File: config.mk
export PLATFORM = sky130hd
export DESIGN_NAME = ycbcr2rgb
export DESIGN_NICKNAME = d
export VERILOG_FILES = /design/src/rtl/ycbcr2rgb.sv
export SDC_FILE = /design/constraint.sdc
export NUM_CORES = 1
export LEC_CHECK = 0
export BUFFER_PORTS_ARGS = -buffer_cell sky130_fd_sc_hd__buf_2
export CAP_MARGIN = 15
export CORE_ASPECT_RATIO = 1.25
export CORE_MARGIN = 5
export CORE_UTILIZATION = 40
export DETAILED_ROUTE_END_ITERATION = 10
export PLACE_DENSITY_LB_ADDON = 0.12
export SKIP_CTS_REPAIR_TIMING = 1
export SLEW_MARGIN = 10
export SYNTH_ARGS = -nofsm -noshare
export SYNTH_HDL_FRONTEND = slang
export SYNTH_SLANG_ARGS = --single-unit
export TNS_END_PERCENT = 100
File: constraint.sdc
create_clock -name clk -period 4.8 [get_ports clk]
set_input_delay 0.96 -clock clk [delete_from_list [all_inputs] [get_ports clk]]
set_output_delay 0.96 -clock clk [all_outputs]
set_load 0.02 [all_outputs]
File: src/rtl/ycbcr2rgb.sv
// Full-range BT.601 YCbCr 4:4:4 to 8-bit RGB converter.
// Four-stage, clock-enabled pipeline with the de/hsync/vsync path delayed to match.
module ycbcr2rgb #(
  parameter int unsigned FRAC  = 14,
  parameter int unsigned K_RCR = 22970,
  parameter int unsigned K_GCB = 5638,
  parameter int unsigned K_GCR = 11700,
  parameter int unsigned K_BCB = 29032
) (
  input  logic       clk,
  input  logic       rst,
  input  logic       ce,
  input  logic       de_in,
  input  logic       hsync_in,
  input  logic       vsync_in,
  input  logic [7:0] Y,
  input  logic [7:0] Cb,
  input  logic [7:0] Cr,
  output logic [7:0] red,
  output logic [7:0] green,
  output logic [7:0] blue,
  output logic       de_out,
  output logic       hsync_out,
  output logic       vsync_out
);

  localparam int unsigned ProdW = 25;
  localparam int unsigned AccW  = 27;

  localparam logic signed [ProdW-1:0] KRcr = ProdW'(K_RCR);
  localparam logic signed [ProdW-1:0] KGcb = ProdW'(K_GCB);
  localparam logic signed [ProdW-1:0] KGcr = ProdW'(K_GCR);
  localparam logic signed [ProdW-1:0] KBcb = ProdW'(K_BCB);
  localparam logic signed [AccW-1:0]  Rnd  = AccW'(1) << (FRAC - 1);
  localparam logic signed [AccW-1:0]  Max8 = AccW'(255);

  // Stage 1: offset-removed chroma
  logic        [7:0]      y_s1;
  logic signed [8:0]      cb_s1, cr_s1;
  // Stage 2: products and scaled luma
  logic signed [AccW-1:0]  yf_s2;
  logic signed [ProdW-1:0] p_rcr_s2, p_gcb_s2, p_gcr_s2, p_bcb_s2;
  // Stage 3: rounded sums
  logic signed [AccW-1:0]  r_s3, g_s3, b_s3;
  // {de, hsync, vsync} taps
  logic [2:0] sync_s1, sync_s2, sync_s3;

  function automatic logic [7:0] sat8(input logic signed [AccW-1:0] acc);
    logic signed [AccW-1:0] q;
    q = acc >>> FRAC;
    if (q[AccW-1]) return 8'h00;
    if (q > Max8)  return 8'hff;
    return q[7:0];
  endfunction

  always_ff @(posedge clk) begin
    if (rst) begin
      y_s1      <= '0;
      cb_s1     <= '0;
      cr_s1     <= '0;
      yf_s2     <= '0;
      p_rcr_s2  <= '0;
      p_gcb_s2  <= '0;
      p_gcr_s2  <= '0;
      p_bcb_s2  <= '0;
      r_s3      <= '0;
      g_s3      <= '0;
      b_s3      <= '0;
      sync_s1   <= '0;
      sync_s2   <= '0;
      sync_s3   <= '0;
      red       <= '0;
      green     <= '0;
      blue      <= '0;
      de_out    <= 1'b0;
      hsync_out <= 1'b0;
      vsync_out <= 1'b0;
    end else if (ce) begin
      y_s1     <= Y;
      cb_s1    <= $signed({1'b0, Cb}) - 9'sd128;
      cr_s1    <= $signed({1'b0, Cr}) - 9'sd128;
      sync_s1  <= {de_in, hsync_in, vsync_in};

      yf_s2    <= AccW'(y_s1) << FRAC;
      p_rcr_s2 <= KRcr * ProdW'(cr_s1);
      p_gcb_s2 <= KGcb * ProdW'(cb_s1);
      p_gcr_s2 <= KGcr * ProdW'(cr_s1);
      p_bcb_s2 <= KBcb * ProdW'(cb_s1);
      sync_s2  <= sync_s1;

      r_s3     <= yf_s2 + AccW'(p_rcr_s2) + Rnd;
      g_s3     <= yf_s2 - AccW'(p_gcb_s2) - AccW'(p_gcr_s2) + Rnd;
      b_s3     <= yf_s2 + AccW'(p_bcb_s2) + Rnd;
      sync_s3  <= sync_s2;

      red      <= sat8(r_s3);
      green    <= sat8(g_s3);
      blue     <= sat8(b_s3);
      {de_out, hsync_out, vsync_out} <= sync_s3;
    end
  end

endmodule
Word level (Yosys, flattened, before mapping)
Cells that the tools add are included.
{"block": "totals", "reg_bits": 241, "in_bits": 30, "out_inout_bits": 27}
{"block": "op_classes", "n_addsub": 9, "n_mul": 4, "magnitude_cmp": 3, "mux": 33}
{"cell": "$mux 8", "count": 12}
{"cell": "$mul 13x9->22 const A", "count": 3}
{"cell": "$add 26x15->27 const B", "count": 2}
{"cell": "$add 23x25->26", "count": 2}
{"cell": "$gt 13x9->1 const B", "count": 3}
{"cell": "$add 27x15->27 const B", "count": 1}
{"cell": "$sub 24x24->25", "count": 1}
{"cell": "$mul 15x9->24 const A", "count": 1}
{"cell": "$sub 23x23->24", "count": 1}
{"cell": "$mux 1", "count": 21}
{"cell": "$sub 8x8->9 const B", "count": 2}

Longest topological paths before layout
{"block": "logic_depth", "ltp_word": 8, "depth_mapped": 19, "ltp_nobuf": 19}

Least setup slack after synthesis
Ideal clock, no wire load.
{"block": "synth_timing", "kind": "register -> register", "startpoint": "register cr_s1[1]", "endpoint": "register p_rcr_s2[22]", "setup_time_ps": 86, "t_arrival_ps": 5050, "t_required_ps": 4714, "slack_ps": -336, "stages_incl_launch_ff": 16, "path_buffers": 0, "synth_period_minus_slack_ps": 5136, "cell_sequence": "dfxtp_1 ha_1 fa_1 fa_1 fa_1 fa_1 ha_1 a21oi_1 nor2b_1 o311ai_0 a21oi_1 o31ai_1 a32oi_1 a211oi_1 xnor2_1 a211oi_1"}
{"block": "synth_via", "elab_chain_len": 1}
{"element": "start, declared", "line_no": "39", "source": "logic signed [8:0] cb_s1, cr_s1;"}
{"element": "start signal, assigned", "line_no": "81", "source": "cr_s1 <= $signed({1'b0, Cr}) - 9'sd128;"}
{"element": "$mul 15x9->24", "line_no": "85", "source": "p_rcr_s2 <= KRcr * ProdW'(cr_s1);"}
{"element": "end signal, assigned", "line_no": "85"}
{"element": "end, declared", "line_no": "42", "source": "logic signed [ProdW-1:0] p_rcr_s2, p_gcb_s2, p_gcr_s2, p_bcb_s2;"}
No other way between the ends.
A chain may end at the register's enable or synchronous reset.

Worst setup path after layout
{"block": "layout_timing", "startpoint": "register cr_s1[4]", "endpoint": "register p_rcr_s2[21]"}
The elaborated chain is that of the path after synthesis.

==> impl_metrics.ini <==
[setup_path]
reg2regPathDepth = 16
max_stage_delay_ns = 0.59
crit_buf_inv = 2
r2r_slack_ns = -0.11
arrival_ns = 5.28
crit_path_max_fanout = 4
r2r-end = p_rcr_s2[21]
endpoint_kind = flip-flop
cpMostUsedCell = fa_1
crit_path_start_kind = flip-flop
path_cells = fa_2, fa_1, fa_1, fa_1, fa_1, ha_4, a21oi_2, nor2b_1, o311ai_2, buf_4, a21oi_4, o31ai_4, a32oi_2, buf_4, a2111o_1, a21oi_1
crit_path_top_delay_cell = fa_1
r2r_start = cr_s1[4]
cp_top_family = adder cells
critical_path.startpoint = cr_s1[4]
crit_required_ns = 5.17
crit_type = reg2reg

[layout]
area_delta_synth_final_pct = 14.6
stdcell_count = 2300
diodes = 0
layout-drive-gt1-share_pct = 13.4
n_fill_cell = 3699
final_cell_mix = ha_1, inv_1, nor2_1
nets = 2204
final_common_cell = ha_1

[yosys]
ys_types = 71
yosysWarnings = 0
avgSynthCellArea_um2 = 9.05
seq_area_frac_synth_pct = 23.0
synth_area_um2 = 15300
synth_flop_cell = dfxtp_1
synth-edff-count = 0
ys_seq_elements = 175
syn_inst = 1686
syn_nets = 2095
ys_async_sr_fraction_pct = 0

[clock_tree]
cts_inserted_buffers = 17
clk_latency_ns = 0.44
cts_tree = done
clkTransAtPathRegs_ns = 0.08
cts.sinks = 175
cts_root_buffer = clkbuf_16
cts_buffer_depth = 2
htree_levels = 4

[pwr]
swShare_pct = 40.7
p_clk_share_pct = 22.9
power-per-cell-area_nw_per_um2 = 359
combPwrFrac_pct = 49.5
ir_worst_vdd_mv = 0.261
seqPwrFrac_pct = 27.6
p_switching_w = 0.00255
finalPower_w = 0.00628
internal_power_w = 0.00372
p_leak_nw = 8.86

[sta]
drv_slew = 0
post-route-worst-setup-slack_ns = -0.109
worst_pin_slew_ns = 0.676
fmax_mhz = 204
min_period_over_period_pct = 102
fin_crit_ns = 4.91
fin_worst_skew_ns = 0.0150
setup_viol = 3
hold_viol_final = 0
max_slew_margin_pct = 54.9
fin_setup_tns_ns = -0.115
rsz0062_at_grt = true

[detailed_routing]
drtIter0Drc = 450
drt_first_pass_iters = 4
via_per_inst = 4.98
drt-total-wl_um = 35500
wl_per_cell_um = 15.4
drc = 0
drtAntennaViolNets = 0
vias = 11400

[placed_design]
pre_cts_slack_ns = -0.309
placed_cells = 2260
gp_congestion = 0.867
port_buffers = 56
dpl.hpwl_um = 28500

[floorplan]
ioPinCount = 57
fp-row-count = 80
die_height_um = 228
start_util_pct = 40.2
die_x_um = 185
core_um2 = 37900
dieArea_um2 = 42200

[hold_path]
hold_path_end = p_gcr_s2[22]
worstHoldPathType = reg2reg
whs_path_depth = 2
min-delay-start = p_gcr_s2[22]

[grt]
grt_overflow = 0
grt.total_usage_pct = 17.4
grt_pass1_wl_um = 59500
grt_antenna_before_repair = 0
grt_pass1_vias = 11500
grt_max_degree = 80

[job]
cap_violations = 0

[outcome]
violations = negative setup slack
outcome = finished with violations
-- worst min-delay path, stage by stage, from the launching register on --
cell and delay (ns):
dfxtp_1 0.31, nand2_1 0.05, o21ai_1 0.05
-- per-stage QoR --
stage / cell area, um2 / utilization (%) / hold WS [ns]
final: 17500 / 46.1 / 0.445
after global routing: 17500 / 46.1 / 0.488
after floorplan: 15300 / - / 0.425
after global placement: 16600 / 43.8 / 0.440
after CTS: 17200 / 45.3 / 0.463
after detailed placement: 16600 / 43.8 / 0.446
-- sequential cells by signal, summed over array words and instances (netlist names), 12 cells and up --
register	count
b_s3	13
p_gcb_s2	21
g_s3	13
p_gcr_s2	22
p_rcr_s2	12
r_s3	13
p_bcb_s2	13
-- metal layers --
metal	vias up	wire length [um]	track usage, %
met3	28	827	2.16
met5	-	0	0
met4	0	528	4.11
met1	5408	16800	23.6
li1	5895	-	-
met2	113	17400	29.5
-- worst max-delay path by stage --
stage                   end  cells after the start  slack (ns)
2_1_floorplan  p_rcr_s2[22]                     15       0.004
3_3_place_gp   p_rcr_s2[21]                     16       -0.22
3_5_place_dp   p_rcr_s2[21]                     16       -0.31
4_1_cts        p_rcr_s2[21]                     16       -0.32
5_1_grt        p_rcr_s2[21]                     16       -0.31
6_report       p_rcr_s2[21]                     16       -0.11
-- area by class of cell --
type | instances | area (um2) | area share, %
sequential | 175 | 3520 | 20.1
timing repair buffer | 145 | 977 | 5.59
clock inverter | 13 | 145 | 0.830
inverter | 260 | 976 | 5.58
multi-input combinational | 1196 | 10800 | 61.8
tap | 492 | 616 | 3.52
clock buffer | 19 | 443 | 2.53
-- power groups by stage --
| stage | registers, W | logic [W] | clock network, W |
|---|---|---|---|
| floorplan | 0.00177 | 0.00222 | 0 |
| global placement | 0.00176 | 0.00300 | 0 |
| detailed placement | 0.00177 | 0.00304 | 0 |
| CTS | 0.00173 | 0.00306 | 0.00148 |
| global route | 0.00175 | 0.00355 | 0.00154 |
| finish | 0.00173 | 0.00311 | 0.00144 |
-- cells by family after synthesis --
family,count (synthesis),share of synthesized area [%]
AOI/OAI and AO/OA,264,11.5
xor gates and xnor gates,80,4.68
adders and majority gates,379,36.0
buffers and inverters,315,7.80
DFF,175,23.0
muxes,85,5.59
and+or+nand+nor,388,11.4
-- cell usage after synthesis (40+ instances only) --
cell	count	area share (%)
a21oi_1	81	2.7
clkbuf_1	45	1.1
dfxtp_1	175	23
fa_1	100	13
ha_1	279	23
inv_1	258	6.3
mux2i_1	83	5.4
nand2_1	61	1.5
nor2_1	199	4.9
nor3_1	40	1.3
o21ai_0	47	1.5
xnor2_1	53	3.0
Power figures use the tool's default switching activity.
